`config.mk`:
```
export PLATFORM = sky130hd
export DESIGN_NAME = motion_detector
export DESIGN_NICKNAME = d
export VERILOG_FILES = /design/src/rtl/motion_pkg.sv /design/src/rtl/abs_diff_thresh.sv /design/src/rtl/motion_detector.sv
export SDC_FILE = /design/constraint.sdc
export NUM_CORES = 1
export LEC_CHECK = 0
export CELL_PAD_IN_SITES_DETAIL_PLACEMENT = 1
export CELL_PAD_IN_SITES_GLOBAL_PLACEMENT = 1
export CORE_UTILIZATION = 30
export CTS_CLUSTER_SIZE = 10
export DETAILED_ROUTE_END_ITERATION = 12
export PLACE_DENSITY = 0.67
export SETUP_SLACK_MARGIN = 0.3
export SLEW_MARGIN = 40
export SYNTH_ARGS = -nofsm -noshare
export SYNTH_HDL_FRONTEND = slang
export SYNTH_HIERARCHICAL = 1
export SYNTH_SLANG_ARGS = --single-unit
export TNS_END_PERCENT = 100
```
`constraint.sdc`:
```
create_clock -name clk -period 7.1 [get_ports clk]
set_input_delay 1.065 -clock clk [delete_from_list [all_inputs] [get_ports clk]]
set_output_delay 1.065 -clock clk [all_outputs]
set_load 0.005 [all_outputs]
```
`src/rtl/motion_pkg.sv`:
```
// Shared types and default tuning for the frame-difference motion detector.
package motion_pkg;

  localparam int unsigned GRAY_W = 4;

  // Default tuning values; a 17-bit accumulator covers a 320x240 frame.
  localparam int unsigned DefPixThresh   = 3;
  localparam int unsigned DefCountThresh = 200;
  localparam int unsigned DefHoldFrames  = 30;
  localparam int unsigned DefCntW        = 17;

  // WARMUP: the previous-frame buffer is not yet meaningful, so the first close is not evaluated.
  typedef enum logic {WARMUP, RUN} motion_state_t;

endpackage

```
`src/rtl/abs_diff_thresh.sv`:
```
// Two-stage per-pixel pipeline: stage 1 registers |cur - prev|, stage 2 registers the
// threshold decision. hit/hit_valid are two cycles behind the input pixel.
module abs_diff_thresh
  import motion_pkg::*;
#(
  parameter int unsigned PIX_THRESH = DefPixThresh
) (
  input  logic              clk,
  input  logic              reset,
  input  logic              pix_valid,
  input  logic [GRAY_W-1:0] cur_gray,
  input  logic [GRAY_W-1:0] prev_gray,
  output logic              hit,
  output logic              hit_valid
);

  logic [GRAY_W:0]   diff;
  logic [GRAY_W:0]   mag;
  logic [GRAY_W-1:0] absdiff_d, absdiff_q;
  logic              v1_d, v1_q;
  logic              hit_d, hit_q;
  logic              hv_d, hv_q;

  // Next-state for both pipeline stages; the difference is taken one bit wider so the sign survives.
  always_comb begin
    diff      = {1'b0, cur_gray} - {1'b0, prev_gray};
    mag       = diff[GRAY_W] ? ((GRAY_W + 1)'(0) - diff) : diff;
    absdiff_d = mag[GRAY_W-1:0];
    v1_d      = pix_valid;
    hit_d     = (32'(absdiff_q) >= PIX_THRESH);
    hv_d      = v1_q;
  end

  // Pipeline registers, cleared asynchronously.
  always_ff @(posedge clk or posedge reset) begin
    if (reset) begin
      absdiff_q <= '0;
      v1_q      <= 1'b0;
      hit_q     <= 1'b0;
      hv_q      <= 1'b0;
    end else begin
      absdiff_q <= absdiff_d;
      v1_q      <= v1_d;
      hit_q     <= hit_d;
      hv_q      <= hv_d;
    end
  end

  assign hit       = hit_q;
  assign hit_valid = hv_q;

endmodule

```
`src/rtl/motion_detector.sv`:
```
// Frame-difference motion detector: per-pixel binary difference image, per-frame changed-pixel
// count, and a motion flag held for HOLD_FRAMES closes after the last qualifying frame.
module motion_detector
  import motion_pkg::*;
#(
  parameter int unsigned PIX_THRESH   = DefPixThresh,
  parameter int unsigned COUNT_THRESH = DefCountThresh,
  parameter int unsigned HOLD_FRAMES  = DefHoldFrames,
  parameter int unsigned CNT_W        = DefCntW
) (
  input  logic              clk,
  input  logic              reset,
  input  logic              frame_end,
  input  logic              pix_valid,
  input  logic [GRAY_W-1:0] cur_gray,
  input  logic [GRAY_W-1:0] prev_gray,
  output logic              diff_valid,
  output logic [GRAY_W-1:0] diff_pixel,
  output logic              motion_detected,
  output logic [CNT_W-1:0]  motion_count
);

  localparam logic [CNT_W-1:0] AccMax   = {CNT_W{1'b1}};
  localparam logic [7:0]       HoldInit = 8'(HOLD_FRAMES);

  logic             hit, hit_valid, hit_inc;
  logic [CNT_W-1:0] total;
  logic             fe_d1_d, fe_d1_q;
  logic             fe_d2_d, fe_d2_q;
  logic [CNT_W-1:0] acc_d, acc_q;
  logic [CNT_W-1:0] count_d, count_q;
  logic [7:0]       hold_d, hold_q;
  logic             md_d, md_q;
  motion_state_t    state_d, state_q;

  abs_diff_thresh #(
    .PIX_THRESH (PIX_THRESH)
  ) u_abs_diff_thresh (
    .clk       (clk),
    .reset     (reset),
    .pix_valid (pix_valid),
    .cur_gray  (cur_gray),
    .prev_gray (prev_gray),
    .hit       (hit),
    .hit_valid (hit_valid)
  );

  assign hit_inc    = hit & hit_valid;
  assign diff_valid = hit_valid;
  assign diff_pixel = hit ? 4'hF : 4'h0;

  // Accumulate, close frames on the delayed frame_end, and run the WARMUP/RUN hold logic.
  always_comb begin
    fe_d1_d = frame_end;
    fe_d2_d = fe_d1_q;
    // Saturating increment; the stage-2 hit coincident with the close still belongs to that frame.
    total   = (hit_inc && (acc_q != AccMax)) ? (acc_q + CNT_W'(1)) : acc_q;
    acc_d   = total;
    count_d = count_q;
    hold_d  = hold_q;
    state_d = state_q;
    if (fe_d2_q) begin
      acc_d   = '0;
      count_d = total;
      unique case (state_q)
        WARMUP: state_d = RUN;
        RUN: begin
          if (32'(total) >= COUNT_THRESH) begin
            hold_d = HoldInit;
          end else if (hold_q != 8'd0) begin
            hold_d = hold_q - 8'd1;
          end
        end
        default: state_d = WARMUP;
      endcase
    end
    md_d = (hold_d != 8'd0);
  end

  // Frame-level state, cleared asynchronously.
  always_ff @(posedge clk or posedge reset) begin
    if (reset) begin
      fe_d1_q <= 1'b0;
      fe_d2_q <= 1'b0;
      acc_q   <= '0;
      count_q <= '0;
      hold_q  <= 8'd0;
      md_q    <= 1'b0;
      state_q <= WARMUP;
    end else begin
      fe_d1_q <= fe_d1_d;
      fe_d2_q <= fe_d2_d;
      acc_q   <= acc_d;
      count_q <= count_d;
      hold_q  <= hold_d;
      md_q    <= md_d;
      state_q <= state_d;
    end
  end

  assign motion_detected = md_q;
  assign motion_count    = count_q;

endmodule

```
After elaboration in Yosys (flattened, before gate mapping)
Index checks and enable logic that the tools add are counted.
{ "op_classes": {"add_sub_neg": 4, "order_cmp": 2, "eq_ne": 1, "n_mux": 8, "n_bitwise": 1, "n_reduce_logical": 3} }
{ "op_table": {"columns": ["operator", "count"], "rows": [
  ["17-bit two-way mux", 2],
  ["8-bit two-way mux", 4],
  ["17-bit by 1-bit adder with 17-bit output (second input constant)", 1],
  ["17-bit by 8-bit >= comparator with 1-bit output (second input constant)", 1],
  ["17-bit != test (second input constant)", 1],
  ["8-bit nonzero test", 2],
  ["4-bit two-way mux", 2],
  ["8-bit by 1-bit subtractor with 8-bit output (second input constant)", 1],
  ["4-bit by 4-bit subtractor with 5-bit output", 1],
  ["4-bit by 2-bit >= comparator with 1-bit output (second input constant)", 1],
  ["1-bit by 4-bit subtractor with 4-bit output (first input constant)", 1],
  ["1-bit AND", 1],
  ["1-bit logical AND", 1]
]} }
{ "totals": {"reg_bits": 53, "inputBits": 12, "elab_cells": 30} }

Depth between registers and ports, before layout
{ "logic_depth": {"ltp_word": 8, "depth_mapped": 12, "depth_no_buf": 10} }

Modules after synthesis
The synthesis kept the hierarchy.
{ "by_module_without_submodules": {"columns": ["module", "n_inst", "cells_per_inst", "area_each_um2", "seq_area_each_um2"], "rows": [
  ["motion_detector", 1, 268, 2492.4, 1151.1],
  ["abs_diff_thresh", 1, 33, 404.1, 175.2]
]} }

Worst setup path before layout
No wires, ideal clock.
{ "synth_timing": {"kind": "register to register", "start": "reg acc_q[0]", "end": "reg md_q (netlist: motion_detected)", "arrival_ns": 2.585, "required_time_ns": 6.960, "path_slack_ns": 4.375, "path_stages_with_launch": 13, "n_path_buf": 2, "period_less_slack_ns": 2.725, "cell_sequence": "dfrtp_1 ha_1 nand4_1 nor4_1 ha_1 nand3b_4 buf_4 o41ai_1 a21oi_1 o32a_1 buf_2 a32oi_1 o2111ai_1"} }
{ "synth_between": {"elab_chain_cells": 8, "word_cells_on_any_way": 9} }
{ "synth_rtl": {"columns": ["element", "line_no", "source"], "rows": [
  ["from (decl)", "motion_detector.sv:30", "logic [CNT_W-1:0] acc_d, acc_q;"],
  ["from (signal assigned)", "motion_detector.sv:85", "acc_q <= '0;"],
  ["from (signal assigned)", "motion_detector.sv:93", "acc_q <= acc_d;"],
  ["parallel branches: the longest is 2 deep, another holds 17-bit by 1-bit adder with 17-bit output", null, null],
  ["17-bit two-way mux *", "motion_detector.sv:57", "total = (hit_inc && (acc_q != AccMax)) ? (acc_q + CNT_W'(1)) : acc_q;"],
  ["17-bit by 8-bit >= comparator with 1-bit output *", "motion_detector.sv:68", "if (32'(total) >= COUNT_THRESH) begin"],
  ["8-bit two-way mux *", "motion_detector.sv:68", null],
  ["8-bit two-way mux *", "motion_detector.sv:65", "unique case (state_q)"],
  ["8-bit two-way mux *", "motion_detector.sv:62", "if (fe_d2_q) begin"],
  ["8-bit nonzero test *", "motion_detector.sv:77", "md_d = (hold_d != 8'd0);"],
  ["named net md_d", "motion_detector.sv:33", "logic md_d, md_q;"],
  ["to (signal assigned)", "motion_detector.sv:96", "md_q <= md_d;"],
  ["to (decl)", "motion_detector.sv:33", null]
]} }
Mark *: on every way through the listed nets, which the timed path passes.
A chain may end at the register's enable or synchronous reset.

Final worst setup path
{ "layout_timing": {"start": "reg acc_q[8]", "end": "reg md_q (netlist: motion_detected)"} }
The elaborated chain is that of the path after synthesis.

==> summary.md <==
| Metric | Value |
|---|---|
| Clock Path Buffers | `2` |
| Final setup TNS | `0 ns` |
| Final nets | `about 340` |
| Grt ovf | `0` |
| Final worst-path cycle share | `between 40% and 50%` |
| Non-Filler Instances | `approximately 450` |
| Synth Instances | `around 300` |
| Post-Place Cells | `about 440` |
| Switching Power | `roughly 0.00017 W` |
| Die Wd | `roughly 100 um` |
| Synth area leader | `dfrtp_1` |
| P_leak | `1.47 nW` |
| Top cell type's share of synthesized area | `a little under half` |
| Via density per instance | `about 4.9` |
| Ports | `35` |
| Critical path arrival | `3.35 ns` |
| Critical Path RT | `~7.3 ns` |
| WHS Path Cells | `0` |
| Drt total wl | `6.39 mm` |
| Top Family by Delay on Critical Path | `simple AND/OR/NAND/NOR gates` |
| Crit-path max FO | `14` |
| Crit Reg-Reg Endpoint | `motion_detected` |
| Top cells by area, synth | `dfrtp_1 (46%), nor2_1 (6.2%), xnor2_1 (5.1%)` |
| Antenna diode count | `0` |
| Min-Delay Path Class | `reg2reg` |
| Hold wc startpoint | `u_abs_diff_thresh/hv_d` |
| Vias | `between 2000 and 2500` |
| Post-synthesis register bit count | `53` |
| Clock network power share | `29.3%` |
| Global-route wire length before repair | `~11 mm` |
| Core Rows | `35` |
| WP buf/inv | `0` |
| Most frequently used flop master after synthesis | `dfrtp_1` |
| Cell internal pwr | `around 0.00046 W` |
| Slew at the pin closest to its max-slew limit | `around 0.59 ns` |
| Net count after synthesis | `between 300 and 400` |
| Hold buffers post-CTS | `0` |
| Die Ht | `roughly 100 um` |
| Hold Slack | `0.357 ns` |
| Largest net degree at the start of global routing | `54` |
| Gpl congestion | `a little over 0.8` |
| Post-CTS sizing | `0` |
| # fillers | `1068` |
| Routed wl met2 | `slightly below 3 mm` |
| Htree depth | `2` |
| Fin. max-slew vios | `0` |
| Hold Path End | `u_abs_diff_thresh/hit_valid` |
| Register area share after synthesis | `approximately 46%` |
| Synth-to-layout area growth | `17.5%` |
| Sw Share | `between 20% and 30%` |
| Number of synthesized flops with an enable pin | `0` |
| Initial DRC count | `47` |
| Ys async rst share | `100%` |
| Power per standard cell area | `187 nW/um^2` |
| Initial Util | `a little under a third` |
| F_max | `about 320 MHz` |
| Setup Viol. Count Final | `0` |
| Initial antenna violation count | `0` |
| Worst Reg2Reg Path Length in Cells | `9` |
| Clk sinks | `53` |
| Startpoint types | `register` |
| Slew headroom | `between 60% and 70%` |
| Highest Signal Layer | `met4` |
| Total core area | `just over 9000 sq um` |
| Status | `finished clean` |
| Hpwl dp | `about 4.7 mm` |
| Clk Latency, worst-skew pair | `about 0.31 ns` |
| Largest stage delay, worst path | `about 0.51 ns` |
| Die ar. | `about 10000 sq um` |
| RSZ-0062 raised after global routing | `false` |
| CTS tree | `built` |
| Router iterations before antenna repair | `4` |
| PortBufs | `34` |
| Met3 WL | `between 150 and 200 um` |
| RR Startpoint | `acc_q[8]` |
| Clock root cell | `clkbuf_8` |
| Post-route ant nets | `0` |
| Syn Area/Cell | `approximately 9.6 sq um` |
| Fin Clk Skew | `~0.0090 ns` |
| Setup Fix Bufs, Post-CTS | `0` |
| Vias in the first global route | `2283` |
| Num CTS Buffers | `5` |
| CP max-delay cell | `dfrtp_1` |
| Clock-pin slew on the worst setup and hold paths | `approximately 0.10 ns` |
| WL/cell | `14.1 um` |
| Logic pwr share | `17.5%` |
| Worst Setup End Kind | `register` |
| Max IR drop VDD | `0.0709 mV` |
| GRT Util Overall | `between 10% and 20%` |
| Layout cells sized above 1 | `a little over 8%` |
| Synth top cells by count | `dfrtp_1 (53), nor2_1 (48), a21oi_1 (25)` |
| CP Class | `reg2reg` |
| Synth cell types | `54` |
| Cell area after synthesis | `2900 sq um` |
| Min Tclk post-route | `approximately 3.1 ns` |
| DRC | `0` |
| FF-to-FF setup slack | `slightly below 4 ns` |
| Power share of the sequential group | `a little over half` |
| Worst path cell trace | `nand4_1 -> nor4_1 -> ha_1 -> nand3b_4 -> mux2i_1 -> nand2_1 -> nor4b_4 -> a41oi_1 -> o2111ai_1` |
| Final Hold Fails | `0` |
| Syn. warnings | `6` |
| Max Cap Violations | `0` |
| Most common cell in the netlist | `dfrtp_1` |
| Met1 wire length | `approximately 3.2 mm` |
-- worst reg2reg max path, stage by stage, from the launching register on --
cell and delay [ns]:
dfrtp_1 0.51, nand4_1 0.25, nor4_1 0.43, ha_1 0.23
nand3b_4 0.24, mux2i_1 0.35, nand2_1 0.14, nor4b_4 0.49
a41oi_1 0.18, o2111ai_1 0.22
-- cells by family (layout without fill, tap and decap cells) --
logic type                 count (synthesis)  in the layout  share of synthesized area [%]
buffers and inverters                     36             58                           5.53
muxes                                      6              6                           2.16
AOI/OAI and AO/OA                         51             51                           11.5
DFF                                       53             53                           45.8
adders and majority gates                 10             10                           4.58
xor gates and xnor gates                  22             22                           7.13
and+or+nand+nor                          123            123                           23.3
-- state kept, by name (all words and copies together) (netlist names) --
| register | count |
|---|---|
| state_q | 1 |
| motion_detected | 1 |
| u_abs_diff_thresh/hit_valid | 1 |
| u_abs_diff_thresh/hit | 1 |
| u_abs_diff_thresh/hv_d | 1 |
| fe_d2_q | 1 |
| u_abs_diff_thresh/absdiff_q | 4 |
| acc_q | 17 |
| hold_q | 8 |
| motion_count | 17 |
| fe_d1_q | 1 |
-- final cells by class --
type | count | area [sq um] | area share, %
multi-input cells | 212 | 1410 | 41.4
clock buffers | 6 | 82.6 | 2.43
inverters | 15 | 58.8 | 1.73
clock inverters | 2 | 17.5 | 0.515
flip-flops and latches | 53 | 1330 | 39.0
well taps | 129 | 161 | 4.74
repair buffers | 35 | 348 | 10.2
-- stage by stage --
stage | instance area [sq um] | setup WS, ns | total power [W] | util (%)
after floorplan | 2900 | 4.37 | 0.000411 | -
after global placement | 3300 | 4.09 | 0.000453 | 35.6
after detailed placement | 3300 | 4.02 | 0.000458 | 35.6
after CTS | 3400 | 3.99 | 0.000650 | 36.7
after global routing | 3400 | 3.73 | 0.000674 | 36.7
final | 3400 | 3.97 | 0.000636 | 36.7
-- power groups by stage --
stage | clock (W) | combinational, W | sequential (W)
global route | 0.000210 | 0.000124 | 0.000341
finish | 0.000186 | 0.000112 | 0.000338
CTS | 0.000197 | 0.000114 | 0.000339
floorplan | 0 | 0.0000691 | 0.000342
global placement | 0 | 0.000109 | 0.000344
detailed placement | 0 | 0.000113 | 0.000345
-- placed cells by master (no fill, tap or decap), types with 2 or more instances in the layout --
cell type	netlist	routed
and2_1	3	3
inv_1	15	14
o21ai_0	4	4
nand2_1	17	17
a21oi_1	25	25
ha_1	9	9
mux2_2	2	2
or3_1	3	3
xor2_1	4	4
dfrtp_1	53	53
nor4_1	7	7
nand4_1	5	5
nor3_1	12	12
clkbuf_8	0	6
and3_1	3	3
clkdlybuf4s50_1	0	34
nor2_1	48	48
a41oi_1	2	2
mux2i_1	4	4
a31oi_1	5	5
nand3_1	9	9
or2_2	2	2
xnor2_1	17	17
a21o_1	2	2
o31a_2	2	2
-- worst max path at each step --
stage | cells past startpoint | slack (ns) | startpoint | to
after global routing | 9 | 3.73 | acc_q[8] | motion_detected
after CTS | 10 | 3.99 | acc_q[0] | motion_detected
final | 9 | 3.97 | acc_q[8] | motion_detected
after global placement | 7 | 4.09 | prev_gray[0] | u_abs_diff_thresh/absdiff_q[3]
after floorplan | 12 | 4.37 | acc_q[0] | motion_detected
after detailed placement | 10 | 4.02 | acc_q[0] | motion_detected
-- routing by layer --
layer	GRT usage (%)	up-vias
li1	-	1085
met1	18.9	1064
met2	22.6	34
met3	2.99	10
met4	4.68	0
met5	0	-
Power figures use the tool's default switching activity.
